`src/rtl/mem_arbiter.sv`:
```
// Shares one single-port memory between the IFU (read-only) and the LSU (read/write),
// inserting LATENCY wait states before each access. Define MEM_ARB_RR_EN for round-robin grant.
module mem_arbiter #(
  parameter int unsigned LATENCY = 2
) (
  input  logic        clock,
  input  logic        reset,
  input  logic        ifu_req_valid,
  output logic        ifu_req_ready,
  input  logic [31:0] ifu_addr,
  output logic        ifu_resp_valid,
  output logic [31:0] ifu_rdata,
  input  logic        lsu_req_valid,
  output logic        lsu_req_ready,
  input  logic        lsu_wr,
  input  logic [31:0] lsu_addr,
  input  logic [31:0] lsu_wdata,
  input  logic [3:0]  lsu_wstrb,
  output logic        lsu_resp_valid,
  output logic [31:0] lsu_rdata,
  output logic        mem_en,
  output logic        mem_wr,
  output logic [31:0] mem_addr,
  output logic [31:0] mem_wdata,
  output logic [3:0]  mem_wstrb,
  input  logic [31:0] mem_rdata
);

  localparam int unsigned AW    = 32;
  localparam int unsigned DW    = 32;
  localparam int unsigned SW    = 4;
  localparam int unsigned CNT_W = 4;
  localparam logic [CNT_W-1:0] CNT_INIT = (LATENCY > 0) ? CNT_W'(LATENCY - 1) : '0;
  localparam bit   HAS_WAIT = (LATENCY > 0);
  localparam logic OWN_IFU  = 1'b0;
  localparam logic OWN_LSU  = 1'b1;

  typedef enum logic [1:0] {S_IDLE, S_WAIT, S_ACCESS, S_RESP} state_e;

  state_e           state_q, state_d;
  logic [CNT_W-1:0] cnt_q, cnt_d;
  logic [AW-1:0]    addr_q, addr_d;
  logic [DW-1:0]    wdata_q, wdata_d;
  logic [SW-1:0]    wstrb_q, wstrb_d;
  logic             wr_q, wr_d;
  logic             owner_q, owner_d;
  logic [DW-1:0]    ifu_rdata_q, ifu_rdata_d;
  logic [DW-1:0]    lsu_rdata_q, lsu_rdata_d;
  logic             can_accept;
  logic             grant_lsu;
  logic             accept;

`ifdef MEM_ARB_RR_EN
  logic last_q, last_d;

  // Remember who was granted most recently so contention alternates
  always_comb begin
    last_d = last_q;
    if (accept) last_d = lsu_req_ready ? OWN_LSU : OWN_IFU;
  end

  always_ff @(posedge clock or negedge reset) begin
    if (!reset) last_q <= OWN_IFU;
    else        last_q <= last_d;
  end
`endif

  // Grant: accepts only while idle or in the response cycle; reset forces ready low
  always_comb begin
    can_accept = reset && ((state_q == S_IDLE) || (state_q == S_RESP));
    grant_lsu  = lsu_req_valid;
`ifdef MEM_ARB_RR_EN
    if (ifu_req_valid && lsu_req_valid) grant_lsu = (last_q == OWN_IFU);
`endif
    lsu_req_ready = can_accept && lsu_req_valid && grant_lsu;
    ifu_req_ready = can_accept && ifu_req_valid && !grant_lsu;
    accept        = lsu_req_ready || ifu_req_ready;
  end

  always_ff @(posedge clock or negedge reset) begin
    if (!reset) begin
      state_q <= S_IDLE;
      cnt_q   <= '0;
    end else begin
      state_q <= state_d;
      cnt_q   <= cnt_d;
    end
  end

  always_comb begin
    state_d = state_q;
    cnt_d   = cnt_q;
    unique case (state_q)
      S_IDLE:   state_d = S_IDLE;
      S_WAIT: begin
        if (cnt_q == '0) state_d = S_ACCESS;
        else             cnt_d   = cnt_q - CNT_W'(1);
      end
      S_ACCESS: state_d = S_RESP;
      S_RESP:   state_d = S_IDLE;
      default:  state_d = S_IDLE;
    endcase
    if (accept) begin
      state_d = HAS_WAIT ? S_WAIT : S_ACCESS;
      cnt_d   = CNT_INIT;
    end
  end

  // Request latch and per-requester read data capture
  always_comb begin
    addr_d      = addr_q;
    wdata_d     = wdata_q;
    wstrb_d     = wstrb_q;
    wr_d        = wr_q;
    owner_d     = owner_q;
    ifu_rdata_d = ifu_rdata_q;
    lsu_rdata_d = lsu_rdata_q;
    if (state_q == S_ACCESS) begin
      if (owner_q == OWN_LSU) lsu_rdata_d = wr_q ? '0 : mem_rdata;
      else                    ifu_rdata_d = mem_rdata;
    end
    if (lsu_req_ready) begin
      owner_d = OWN_LSU;
      addr_d  = lsu_addr;
      wr_d    = lsu_wr;
      wdata_d = lsu_wdata;
      wstrb_d = lsu_wstrb;
    end else if (ifu_req_ready) begin
      owner_d = OWN_IFU;
      addr_d  = ifu_addr;
      wr_d    = 1'b0;
      wdata_d = '0;
      wstrb_d = '0;
    end
  end

  always_ff @(posedge clock or negedge reset) begin
    if (!reset) begin
      addr_q      <= '0;
      wdata_q     <= '0;
      wstrb_q     <= '0;
      wr_q        <= 1'b0;
      owner_q     <= OWN_IFU;
      ifu_rdata_q <= '0;
      lsu_rdata_q <= '0;
    end else begin
      addr_q      <= addr_d;
      wdata_q     <= wdata_d;
      wstrb_q     <= wstrb_d;
      wr_q        <= wr_d;
      owner_q     <= owner_d;
      ifu_rdata_q <= ifu_rdata_d;
      lsu_rdata_q <= lsu_rdata_d;
    end
  end

  // Memory strobes only during the access cycle; address/data always show the latch
  always_comb begin
    mem_en         = (state_q == S_ACCESS);
    mem_wr         = mem_en && wr_q;
    mem_wstrb      = mem_en ? wstrb_q : '0;
    mem_addr       = addr_q;
    mem_wdata      = wdata_q;
    ifu_resp_valid = (state_q == S_RESP) && (owner_q == OWN_IFU);
    lsu_resp_valid = (state_q == S_RESP) && (owner_q == OWN_LSU);
    ifu_rdata      = ifu_rdata_q;
    lsu_rdata      = lsu_rdata_q;
  end

endmodule

```
`config.mk`:
```
export PLATFORM = sky130hd
export DESIGN_NAME = mem_arbiter
export DESIGN_NICKNAME = d
export VERILOG_FILES = /design/src/rtl/mem_arbiter.sv
export SDC_FILE = /design/constraint.sdc
export NUM_CORES = 1
export LEC_CHECK = 0
export BUFFER_PORTS_ARGS = -buffer_cell sky130_fd_sc_hd__buf_2
export CAP_MARGIN = 20
export CELL_PAD_IN_SITES_DETAIL_PLACEMENT = 1
export CELL_PAD_IN_SITES_GLOBAL_PLACEMENT = 1
export CORE_MARGIN = 8
export CORE_UTILIZATION = 38
export DETAILED_ROUTE_END_ITERATION = 16
export PLACE_DENSITY = 0.85
export SLEW_MARGIN = 10
export SYNTH_ARGS = -nofsm -noshare
export SYNTH_HDL_FRONTEND = slang
export SYNTH_SLANG_ARGS = --single-unit
```
`constraint.sdc`:
```
create_clock -name clock -period 4.6 [get_ports clock]
set_input_delay 1.15 -clock clock [delete_from_list [all_inputs] [get_ports clock]]
set_output_delay 1.15 -clock clock [all_outputs]
set_load 0.01 [all_outputs]
```
==> flow_summary.yaml <==
route:
  wl_mm: 19.5
  antenna_left: 0
  vias: 4766
  wl_per_cell_um: 20.6
  drt_pass1_iterations: 4
  drc: 0
  drt_first_iter_violations: 186
  vias_per_cell: 5.02
synth:
  syn-cell-area_um2: 5770
  synth_cells: 478
  synth.avg_cell_area_um2: 12.1
  synth_fp_nets: 621
  ys.warnings.count: 0
  yosys.area.top_type: "dfrtp_1"
  synthTopCellsByArea: "dfrtp_1 61%, mux2i_1 5.9%, mux2_2 5.9%"
  synth_async_sr_flop_share_pct: 100
  synth-seq-cells: 140
  synth_flop_cell: "dfrtp_1"
  ys_types: 33
  seq_area_frac_synth_pct: 60.8
  synth_common_cells: "140 x dfrtp_1, 68 x nand2_1, 37 x a22o_1"
  yosysMostFrequentCell: "dfrtp_1"
  yosys.area.top_type_share_pct: 60.8
  synth_edf_count: 0
timing:
  rsz0062_at_grt: "false"
  finalCriticalPeriod_ps: 3000
  final.setup_skew_ps: 6.42
  maxClockFrequency_mhz: 333
  fin_crit_sh_pct: 65.3
  maxSlewViolCount: 0
  relSlewSlack_pct: 31.7
  final.setup.tns_ps: 0
  worst_slew_pin_slew_ps: 1020
  finalSetupViolations: 0
  finalHoldViolations: 0
setup_path:
  crit_type: "input port to output pin"
  endpoint_kind: "output pin"
  critPathLaunchType: "input port"
  cp.arrival_ps: 1850
  worstPathRequired_ps: 3450
  crit_fanout: 35
power:
  cellPowerDensity_nw_per_um2: 741
  peakVddDrop_mv: 0.352
  p_leak_uw: 0.00409
global_route:
  grt_overflow: 0
  grt_max_degree: 98
  grt_pass1_vias: 5469
  antenna_found_initial: 4
  grtUsageTotal_pct: 20.3
  grt_pass1_wl_mm: 30.4
run_status:
  status: "finished, final reports clean"
floorplan:
  start_util_pct: 38.4
  core_um2: 15000
  design.portCount: 275
  dieArea_um2: 19400
  die_x_um: 139
  die_h_um: 139
  fp-row-count: 45
final_layout:
  fin_nets: 888
  area_growth_pct: 36.4
  utilization_pct: 52.3
  fillerInstances: 1692
  seq_area_um2: 3500
  multi_input_area_um2: 2080
  drive_gt1_share_pct: 45.3
cts:
  cts.reportedPaths.clkPinSlew_ps: 60
  root_buffer: "clkbuf_16"
  clk_latency_ps: 410
  cts_sinks: 140
  htreeDepth: 4
  cts_buffers: 17
  cts_buffer_depth: 2
  post_cts_resize_count: 0
  postCtsSetupRepairBufs: 0
  cts_tree: "done"
  ctsHoldBuffers: 0
place:
  dp.final_hpwl_mm: 14.8
  place.port_buffers: 274
  gp_congestion: 0.850
min_path:
  hold_path_class: "register to register"
run:
  maxCapViolCount: 0
[cells in the final DEF (no fill, tap or decap), types with 2 or more instances in the layout]
cell type | netlist | final
o21ai_1 | 31 | 31
mux2_1 | 2 | 2
bufinv_16 | 0 | 3
clkbuf_1 | 12 | 5
and3_4 | 1 | 2
diode_2 | 0 | 3
mux2i_1 | 34 | 34
and2_1 | 6 | 6
clkinvlp_4 | 0 | 2
o21ai_0 | 34 | 34
ha_1 | 6 | 6
dfrtp_1 | 140 | 140
nand3_1 | 2 | 2
clkbuf_16 | 0 | 17
nor2_1 | 2 | 2
a21oi_1 | 2 | 2
mux2_2 | 30 | 30
buf_4 | 1 | 5
clkinv_4 | 0 | 2
nand2b_1 | 33 | 33
inv_1 | 5 | 5
nand2_1 | 68 | 67
buf_2 | 14 | 273
clkinv_2 | 0 | 2
a22o_1 | 37 | 37
[logic make-up (layout without fill, tap and decap cells)]
kind of cell | count (synthesis) | after routing | synth area share (%)
buffers and inverters | 37 | 317 | 3.32
AND/OR/NAND/NOR | 119 | 119 | 10.1
flip-flops | 140 | 140 | 60.8
other | 0 | 3 | 0
AO/OA/AOI/OAI | 110 | 110 | 12.3
multiplexers | 66 | 66 | 12.2
adder cells (fa/ha/maj) | 6 | 6 | 1.30
[registers in the layout, indices dropped and copies added, names as in the netlist]
| name | count |
|---|---|
| cnt_q | 4 |
| wr_q | 1 |
| owner_q | 1 |
| ifu_rdata | 32 |
| wstrb_q | 4 |
| lsu_rdata | 32 |
| mem_wdata | 32 |
| state_q | 2 |
| mem_addr | 32 |
[path summary, 6_finish.rpt]
| check | start | depth (start not counted) | endpoint | slack, ps |
|---|---|---|---|---|
| worst max-delay path | reset | 3 | lsu_req_ready | 1600 |
| worst min-delay path | lsu_rdata[17] | 2 | lsu_rdata[17] | 480 |
| worst max register to register | state_q[0] | 6 | mem_addr[30] | 2100 |
| worst min register to register | lsu_rdata[17] | 2 | lsu_rdata[17] | 480 |
| max in group asynchronous | reset | 3 | wstrb_q[2] | 2240 |
| min in group asynchronous | reset | 1 | mem_addr[25] | 610 |
[layer usage]
metal  GRT usage (%)  up-vias  wire length, um
met5               0        -                0
met4            8.72        0              412
met3            6.85       28             1410
met1            23.2     2321             8020
met2            34.2      217             9690
li1                -     2200                -
[power breakdown]
| group | leakage, uW | switching [uW] | internal, uW |
|---|---|---|---|
| clock | 0.000279 | 511 | 854 |
| combinational | 0.00208 | 1310 | 1010 |
| sequential | 0.00174 | 341 | 1810 |
| total | 0.00409 | 2160 | 3670 |
[stage by stage]
stage | instances | instance area, um2 | power [uW] | hold WS (ps) | worst slack [ps]
3_5_place_dp | 914 | 7270 | 4500 | 471 | 1230
3_3_place_gp | 914 | 7270 | 4340 | 457 | 1340
2_1_floorplan | 478 | 5770 | 3450 | 458 | 1820
5_1_grt | 949 | 7860 | 6200 | 497 | 1410
6_report | 949 | 7860 | 5830 | 479 | 1600
4_1_cts | 946 | 7860 | 5910 | 479 | 1560
[critical path, cell delays in order]
cell and delay [ps]:
buf_6 260, and3_4 250, buf_2 170
[layout make-up]
class,count,area share (%)
well taps,188,2.99
clock buffers,22,5.65
diodes,3,0.0955
repair buffers,280,18.2
multi-input cells,301,26.4
inverters,5,0.239
clock inverters,10,1.80
flip-flops and latches,140,44.6
(Power assumes the default switching activity.)
